[config.mk]
export PLATFORM = sky130hd
export DESIGN_NAME = trace_renderer
export DESIGN_NICKNAME = d
export VERILOG_FILES = /design/src/rtl/scope_pkg.sv /design/src/rtl/sample_to_row.sv /design/src/rtl/trace_renderer.sv
export SDC_FILE = /design/constraint.sdc
export NUM_CORES = 1
export LEC_CHECK = 0
export ABC_AREA = 0
export CORE_ASPECT_RATIO = 2
export CORE_UTILIZATION = 40
export DETAILED_ROUTE_END_ITERATION = 8
export GPL_ROUTABILITY_DRIVEN = 0
export GPL_TIMING_DRIVEN = 0
export PLACE_DENSITY = 0.65
export SLEW_MARGIN = 25
export SYNTH_ARGS = -nofsm -noshare
export SYNTH_HDL_FRONTEND = slang
export SYNTH_SLANG_ARGS = --single-unit
[constraint.sdc]
create_clock -name clock -period 8.25 [get_ports clock]
set_input_delay 1.2375 -clock clock [delete_from_list [all_inputs] [get_ports clock]]
set_output_delay 1.2375 -clock clock [all_outputs]
set_load 0.02 [all_outputs]
[src/rtl/scope_pkg.sv]
// Shared constants and colour payload for the scope display path.
// Screen geometry, vertical scaling factors, graticule spacing and the
// 24-bit colours used by the trace renderer.
package scope_pkg;

    localparam int unsigned SCREEN_W    = 800;
    localparam int unsigned SCREEN_H    = 480;
    localparam int unsigned SCALE_MUL   = 15;
    localparam int unsigned SCALE_SHIFT = 7;
    localparam int unsigned GRID_X      = 80;
    localparam int unsigned GRID_Y      = 60;

    localparam int unsigned COORD_W  = 12;
    localparam int unsigned SAMPLE_W = 12;
    localparam int unsigned PROD_W   = 16;

    typedef struct packed {
        logic [7:0] r;
        logic [7:0] g;
        logic [7:0] b;
    } rgb_t;

    localparam rgb_t COL_TRACE = 24'hFF_FF_00;
    localparam rgb_t COL_TRIG  = 24'hFF_00_00;
    localparam rgb_t COL_GRID  = 24'h40_40_40;
    localparam rgb_t COL_BG    = 24'h00_00_00;

endpackage

[src/rtl/sample_to_row.sv]
// Maps a 12-bit sample to a screen row: full scale at the top, zero at the
// bottom. Purely combinational.
//   i_sample : buffered sample or threshold value
//   o_row_c  : screen row, 0 .. SCREEN_H-1
module sample_to_row
    import scope_pkg::*;
(
    input  logic [SAMPLE_W-1:0] i_sample,
    output logic [COORD_W-1:0]  o_row_c
);

    logic [PROD_W-1:0] w_prod;
    logic [PROD_W-1:0] w_lines;

    // Scale, clamp to the visible height, then flip so larger values sit higher.
    always_comb begin
        w_prod  = PROD_W'(i_sample) * PROD_W'(SCALE_MUL);
        w_lines = w_prod >> SCALE_SHIFT;
        if (w_lines > PROD_W'(SCREEN_H - 1)) begin
            w_lines = PROD_W'(SCREEN_H - 1);
        end
        o_row_c = COORD_W'(SCREEN_H - 1) - COORD_W'(w_lines);
    end

endmodule

[src/rtl/trace_renderer.sv]
// Renders the buffered waveform, trigger-level line and graticule into VGA
// pixel colours with a fixed two-clock latency.
//   clock, reset           : pixel clock, synchronous active-low reset
//   pixelX/pixelY          : current pixel from the timing generator
//   pixelActive            : visible-area flag
//   hsyncIn/vsyncIn        : active-low syncs from the timing generator
//   triggerthreshold       : trigger level, captured once per frame
//   screenX/screenData     : sample buffer read address / data (1 clock later)
//   red/green/blue         : pixel colour
//   hsyncOut/vsyncOut      : syncs delayed to match colour
//   blankOut               : pixelActive delayed to match colour
module trace_renderer
    import scope_pkg::*;
(
    input  logic               clock,
    input  logic               reset,
    input  logic [COORD_W-1:0] pixelX,
    input  logic [COORD_W-1:0] pixelY,
    input  logic               pixelActive,
    input  logic               hsyncIn,
    input  logic               vsyncIn,
    input  logic [SAMPLE_W-1:0] triggerthreshold,
    output logic [COORD_W-1:0] screenX,
    input  logic [SAMPLE_W-1:0] screenData,
    output logic [7:0]         red,
    output logic [7:0]         green,
    output logic [7:0]         blue,
    output logic               hsyncOut,
    output logic               vsyncOut,
    output logic               blankOut
);

    logic               w_in_range;
    logic [COORD_W-1:0] w_cur_row;
    logic [COORD_W-1:0] w_trig_row;
    logic [COORD_W-1:0] w_lo;
    logic [COORD_W-1:0] w_hi;
    logic               w_trace_pix;
    logic               w_grid_pix;
    rgb_t               w_colour;

    logic [COORD_W-1:0] r_x1;
    logic [COORD_W-1:0] r_y1;
    logic               r_active1;
    logic               r_blank1;
    logic               r_hs1;
    logic               r_vs1;
    logic [COORD_W-1:0] r_prev_row;
    logic               r_prev_valid;
    logic [COORD_W-1:0] r_trig_row;
    rgb_t               r_rgb;
    logic               r_hs2;
    logic               r_vs2;
    logic               r_blank2;

    // Off-screen columns are treated as blank and never address the buffer.
    assign w_in_range = pixelActive && (pixelX < COORD_W'(SCREEN_W));
    assign screenX    = w_in_range ? pixelX : '0;

    sample_to_row u_trace_row (
        .i_sample (screenData),
        .o_row_c  (w_cur_row)
    );

    sample_to_row u_trig_row (
        .i_sample (triggerthreshold),
        .o_row_c  (w_trig_row)
    );

    // Stage 1: align pixel position and syncs with the returning buffer data.
    always_ff @(posedge clock) begin
        if (!reset) begin
            r_x1      <= '0;
            r_y1      <= '0;
            r_active1 <= 1'b0;
            r_blank1  <= 1'b0;
            r_hs1     <= 1'b1;
            r_vs1     <= 1'b1;
        end else begin
            r_x1      <= pixelX;
            r_y1      <= pixelY;
            r_active1 <= w_in_range;
            r_blank1  <= pixelActive;
            r_hs1     <= hsyncIn;
            r_vs1     <= vsyncIn;
        end
    end

    // Trigger row latched at frame start so a threshold change cannot tear a frame.
    always_ff @(posedge clock) begin
        if (!reset) begin
            r_trig_row <= COORD_W'(SCREEN_H - 1);
        end else if (pixelActive && (pixelX == '0) && (pixelY == '0)) begin
            r_trig_row <= w_trig_row;
        end
    end

    // Previous column's row; cleared after the last column so lines don't join.
    always_ff @(posedge clock) begin
        if (!reset) begin
            r_prev_row   <= '0;
            r_prev_valid <= 1'b0;
        end else if (r_active1) begin
            if (r_x1 == COORD_W'(SCREEN_W - 1)) begin
                r_prev_valid <= 1'b0;
            end else begin
                r_prev_row   <= w_cur_row;
                r_prev_valid <= 1'b1;
            end
        end
    end

    // Vertical segment joining the previous sample to the current one.
    always_comb begin
        w_lo = w_cur_row;
        w_hi = w_cur_row;
        if (r_prev_valid) begin
            w_lo = (r_prev_row < w_cur_row) ? r_prev_row : w_cur_row;
            w_hi = (r_prev_row < w_cur_row) ? w_cur_row : r_prev_row;
        end
        w_trace_pix = (r_y1 >= w_lo) && (r_y1 <= w_hi);
    end

    assign w_grid_pix = ((r_x1 % COORD_W'(GRID_X)) == '0)
                     || ((r_y1 % COORD_W'(GRID_Y)) == '0)
                     || (r_x1 == COORD_W'(SCREEN_W - 1))
                     || (r_y1 == COORD_W'(SCREEN_H - 1));

    // Colour priority: trace over trigger line over graticule.
    always_comb begin
        w_colour = COL_BG;
        if (r_active1) begin
            if (w_trace_pix) begin
                w_colour = COL_TRACE;
            end else if (r_y1 == r_trig_row) begin
                w_colour = COL_TRIG;
            end else if (w_grid_pix) begin
                w_colour = COL_GRID;
            end
        end
    end

    // Stage 2: registered outputs.
    always_ff @(posedge clock) begin
        if (!reset) begin
            r_rgb    <= COL_BG;
            r_hs2    <= 1'b1;
            r_vs2    <= 1'b1;
            r_blank2 <= 1'b0;
        end else begin
            r_rgb    <= w_colour;
            r_hs2    <= r_hs1;
            r_vs2    <= r_vs1;
            r_blank2 <= r_blank1;
        end
    end

    assign red      = r_rgb.r;
    assign green    = r_rgb.g;
    assign blue     = r_rgb.b;
    assign hsyncOut = r_hs2;
    assign vsyncOut = r_vs2;
    assign blankOut = r_blank2;

endmodule

# Word-level counts from Yosys, hierarchy flattened
# Cells that the tools add are included.
# word_totals
regBits,80
inputBits,53
output_inout_bits,39
elab_cells,58
# classes
addsub,2
multipliers,2
div,2
magnitude_cmp,6
n_eq_ne,3
mux,11
n_bitwise,3
reduce_logical,14
# op_table
operator,count
$mux W12,5
$logic_not A12 Y1,4
$mux W24,2
$mul A12 B4 Y16 const B,2
$sub A9 B12 Y12 const A,2
$mux W23,1
$gt A9 B9 Y1 const B,2
$mux W9,2
$eq A12 B10 Y1 const B,1
$eq A12 B12 Y1,1
$eq A12 B9 Y1 const B,1
$ge A12 B12 Y1,1
$le A12 B12 Y1,1
$lt A12 B10 Y1 const B,1
$lt A12 B12 Y1,1
$mod A12 B6 Y12 const B,1
$mod A12 B7 Y12 const B,1
$logic_and A1 B1 Y1,4
$reduce_and A2 Y1,2
$reduce_or A4 Y1,1
$logic_or A1 B1 Y1,3
$not A1 Y1,3
$mux W1,1

# Logic depth before layout (Yosys ltp)
# logic_depth
depth_word,10
mapped_depth,38
mapped_depth_nobuf,37

# By module
# From an unflattened synthesis, not the netlist that was laid out.
# hier_totals
cells_unflattened,918
hier_area_um2,7703.6
# modules_own_cells
mod,n_inst,cells_per_inst,area_each_um2,seq_area_each_um2
trace_renderer,1,648,5207.5,1221.2
sample_to_row (u_trace_row),1,141,1271.2,0.0
sample_to_row (u_trig_row),1,129,1224.9,0.0

# Least setup slack after synthesis
# Ideal clock, no wire load.
# synth_timing
path_type,input to register
from,input screenData[0]
to,register r_rgb (netlist bit green[6])
setup_time_ns,0.123
arrival_time_ns,8.149
t_required_ns,8.127
setup_slack_ns,-0.022
stages,37
path_buffers,1
path_cell_list,fa_1 -> inv_1 -> fa_1 -> inv_1 -> ha_1 -> a21o_1 -> a21o_1 -> a2111oi_2 -> o31ai_1 -> a21oi_1 -> xor2_1 -> and4b_1 -> buf_2 -> nor2_1 -> ha_1 -> ha_1 -> a21o_1 -> a21oi_1 -> nor2b_1 -> o21ai_0 -> nand2b_1 -> a21oi_1 -> and4bb_1 -> o21ai_1 -> mux2_1 -> ha_1 -> nand2b_1 -> a21oi_1 -> nor2b_1 -> o21ai_0 -> a21o_1 -> a21oi_1 -> o2111a_1 -> o221ai_1 -> nor2b_1 -> a32o_1 -> a211oi_2
# synth_between
elab_chain_cells,10
elab_cells_between_ends,13
classes_between,add/sub: 1; mul: 1; order compare: 4; mux: 6; reduce/logical: 1
# synth_rtl
element,line_no,rtl
"start, declared",trace_renderer.sv:24,"input logic [SAMPLE_W-1:0] screenData,"
$mul A12 B4 Y16 *,sample_to_row.sv:17,w_prod = PROD_W'(i_sample) * PROD_W'(SCALE_MUL);
$gt A9 B9 Y1,sample_to_row.sv:19,if (w_lines > PROD_W'(SCREEN_H - 1)) begin
$mux W9 *,sample_to_row.sv:19,
$sub A9 B12 Y12 *,sample_to_row.sv:22,o_row_c = COORD_W'(SCREEN_H - 1) - COORD_W'(w_lines);
net u_trace_row.o_row_c[5],sample_to_row.sv:9,output logic [COORD_W-1:0] o_row_c
$lt A12 B12 Y1,"trace_renderer.sv:118, trace_renderer.sv:119",
"$mux W12, on equally long branches","trace_renderer.sv:118, trace_renderer.sv:119",
$mux W12,trace_renderer.sv:117,if (r_prev_valid) begin
$ge A12 B12 Y1 / $le A12 B12 Y1 (equally long branches),trace_renderer.sv:121,w_trace_pix = (r_y1 >= w_lo) && (r_y1 <= w_hi);
$logic_and A1 B1 Y1 *,trace_renderer.sv:121,
$mux W24 *,trace_renderer.sv:133,if (w_trace_pix) begin
"end signal, assigned",trace_renderer.sv:151,r_rgb <= w_colour;
"end, declared",trace_renderer.sv:51,rgb_t r_rgb;
# Mark *: on every way through the listed nets, which the timed path passes. The rest lies on a longest branch.
# A chain may end at the register's enable or synchronous reset.

# Final worst setup path
# Ends and elaborated chain as after synthesis.

==> qor.yml <==
place:
  hpwlAfterDp_um: 13900
  place_inst: 1049
  port_buffers: 81
synthesis:
  synth_top_cell_area_share_pct: 17.6
  syn_area_per_cell_um2: 8.86
  synth.most_common_cell: "ha_1"
  yosysSeqAreaShare_pct: 17.6
  synth_top_cells_by_area: "dfxtp_1 (18%), ha_1 (14%), fa_1 (12%)"
  synth_area_leader_cell: "dfxtp_1"
  synthMuxAreaShare_pct: 5.31
  synth_seq_cells: 59
  synth_fa_ha_area_share_pct: 25.8
  netlist_area_um2: 6700
  synthArstFlopShare_pct: 0
  synth_compound_area_share_pct: 18.8
  yosys_warnings: 0
  synth_top_family_by_area: "adder cells"
  ys_types: 80
  synthCells: 756
  synth_xor_xnor_area_share_pct: 5.89
  yosys.area_share.simple_pct: 19.4
  synth-main-ff-cell: "dfxtp_1"
  yosys-top-cells-count: "ha_1 (74), dfxtp_1 (59), nor2_1 (54)"
  synth_edf_count: 0
route:
  drt_pre_antenna_iters: 4
  vias: 5902
  via_per_inst: 5.45
  wl_per_cell_um: 15.7
  drtIter0Drc: 153
  detail-route-antenna-nets: 0
  drt-total-wl_um: 17000
  drc: 0
global_route:
  grt_pass1_wl_um: 28200
  grt.overflow.total: 0
  first_global_vias: 6054
  antenna_found_initial: 0
  grt_max_degree: 13
  grt_usage_pct: 20.9
pwr:
  max-vdd-ir-drop_v: 0.000134
  power_density_nw_per_um2: 206
  leakage_nw: 3.71
floorplanning:
  num_rows: 66
  die_y_um: 185
  dieArea_um2: 17300
  core-area_um2: 16400
  start_util_pct: 40.9
  io_pins: 92
  die_w_um: 93.5
cts:
  cts.sinks: 59
  cts_tree: "built"
  h-tree-depth: 3
  cts.clk_slew.worst_paths_ns: 0.06
  holdBufCountCts: 0
  clock_path_buffers: 2
  insertion_delay_ns: 0.34
  cts_buffers: 9
  cts_root_buf: "clkbuf_16"
sta:
  finalSetupViolations: 0
  rsz0062_at_grt: "true"
  maxSlewHeadroom_pct: 38.4
  slew_viol_final: 0
  fmax_mhz: 124
  finalCritPeriodShare_pct: 97.4
  layout_min_cycle_time_ns: 8.03
  fin_worst_skew_ns: 0.00727
  worst_pin_slew_ns: 0.916
  tns_ns: 0
  finalHoldViolCount: 0
layout:
  fill_cells: 1576
  diodes: 0
  finish.net_count: 1041
  syn_to_final_growth_pct: 26.1
  fin_cells: 1083
  drive_gt1_share_pct: 13.9
worst_setup_path:
  slowest_delay_ns: 0.55
  critPathMaxFanout: 6
  slowest_stage: "fa_1"
  crit_path_end_kind: "flop"
  crit_top_cell: "a21o_1"
  arrival_ns: 8.30
  critPathKind: "input pin to flop"
  startpoint_type: "input pin"
  crit_required_ns: 8.52
flow_run:
  maxCapViolCount: 0
worst_hold_path:
  hp-class: "flop to flop"
run_status:
  status: "finished clean"
-- cells by family (layout without fill, tap and decap cells) --
kind of cell    Yosys count  count (layout)
mux                      35              35
compound gates          173             173
xor+xnor                 45              45
flops                    59              59
simple gates            238             238
buf+inv                  90             205
other cells               2              10
fa+ha+maj               114             114
-- final timing paths --
check / start / to / slack (ns) / depth (start not counted)
worst max register to register: r_prev_row[5] / green[6] / 4.01 / 22
worst min register to register: r_vs1 / vsyncOut / 0.41 / 1
worst min-delay path: r_vs1 / vsyncOut / 0.41 / 1
worst max-delay path: screenData[0] / green[6] / 0.22 / 36
-- sequential cells by signal (all words and copies together) (netlist names), 2 cells and up --
| name | cells |
|---|---|
| red | 2 |
| r_x1 | 12 |
| r_y1 | 12 |
| r_prev_row | 11 |
| r_trig_row | 11 |
| green | 2 |
-- cell usage in the layout (no fill, tap or decap), types with 5 or more instances in the layout --
master	instances
buf_4	44
nand2b_1	13
a21o_1	21
fa_1	40
nand3_1	17
o21ai_0	20
nor3_1	13
buf_6	8
a21oi_1	32
nand4_1	15
clkdlybuf4s50_1	70
a31oi_1	6
clkbuf_16	9
a21oi_2	6
ha_4	5
and2_1	41
mux2i_1	31
ha_1	69
o211a_1	6
xnor2_1	27
dfxtp_1	59
conb_1	10
nor2b_1	8
o21ai_1	9
nand2_1	34
dlygate4sd2_1	6
o21a_1	7
nor2_1	51
clkbuf_1	17
xor2_1	17
o211ai_1	10
inv_1	32
-- layout make-up --
class                           count  area, µm²  area share, %
Sequential cell                    59       1180           14.0
Multi-Input combinational cell    615       5280           62.5
Buffer                             54        348           4.12
Clock buffer                        9        225           2.67
Clock inverter                      7       76.3          0.904
Inverter                           35        131           1.56
Tap cell                          204        255           3.02
Timing Repair Buffer              100        947           11.2
-- per-stage QoR --
stage	setup slack [ns]	power [mW]	utilization (%)	area, µm²	hold WS, ns
after floorplan	0.0153	0.950	-	6730	0.386
after global placement	-1.62	1.15	47.7	7790	0.389
after detailed placement	-1.65	1.17	47.7	7790	0.398
after CTS	0.00989	1.65	50.6	8270	0.415
after global routing	-0.126	1.88	51.6	8440	0.430
final	0.217	1.74	51.6	8440	0.409
-- timing repair --
action                                 CTS  global route
buffers inserted                         9            10
gates resized for setup                 36            40
endpoints found under the hold margin    0             0
setup endpoints to repair                5             5
pin swaps                               12            28
-- critical path: cells and delay by family --
family	cells	cell delay [ns]
simple gates	8	1.29
mux	1	0.12
xor+xnor	1	0.23
fa+ha+maj	6	2.05
compound gates	14	2.74
buf+inv	6	0.63
-- power breakdown --
part	leakage [nW]	internal (mW)	total (mW)	switching (mW)
logic	3.09	0.505	1.05	0.541
registers	0.484	0.296	0.311	0.0145
clock network	0.142	0.235	0.383	0.148
total	3.71	1.04	1.74	0.703
-- layer usage --
| metal | GRT usage (%) | wire length [µm] |
|---|---|---|
| met5 | 0 | 0 |
| met4 | 14.6 | 1090 |
| met3 | 2.26 | 509 |
| met2 | 41.7 | 9720 |
| met1 | 18.8 | 5670 |
Note: power is estimated with default switching activity, not from simulation.
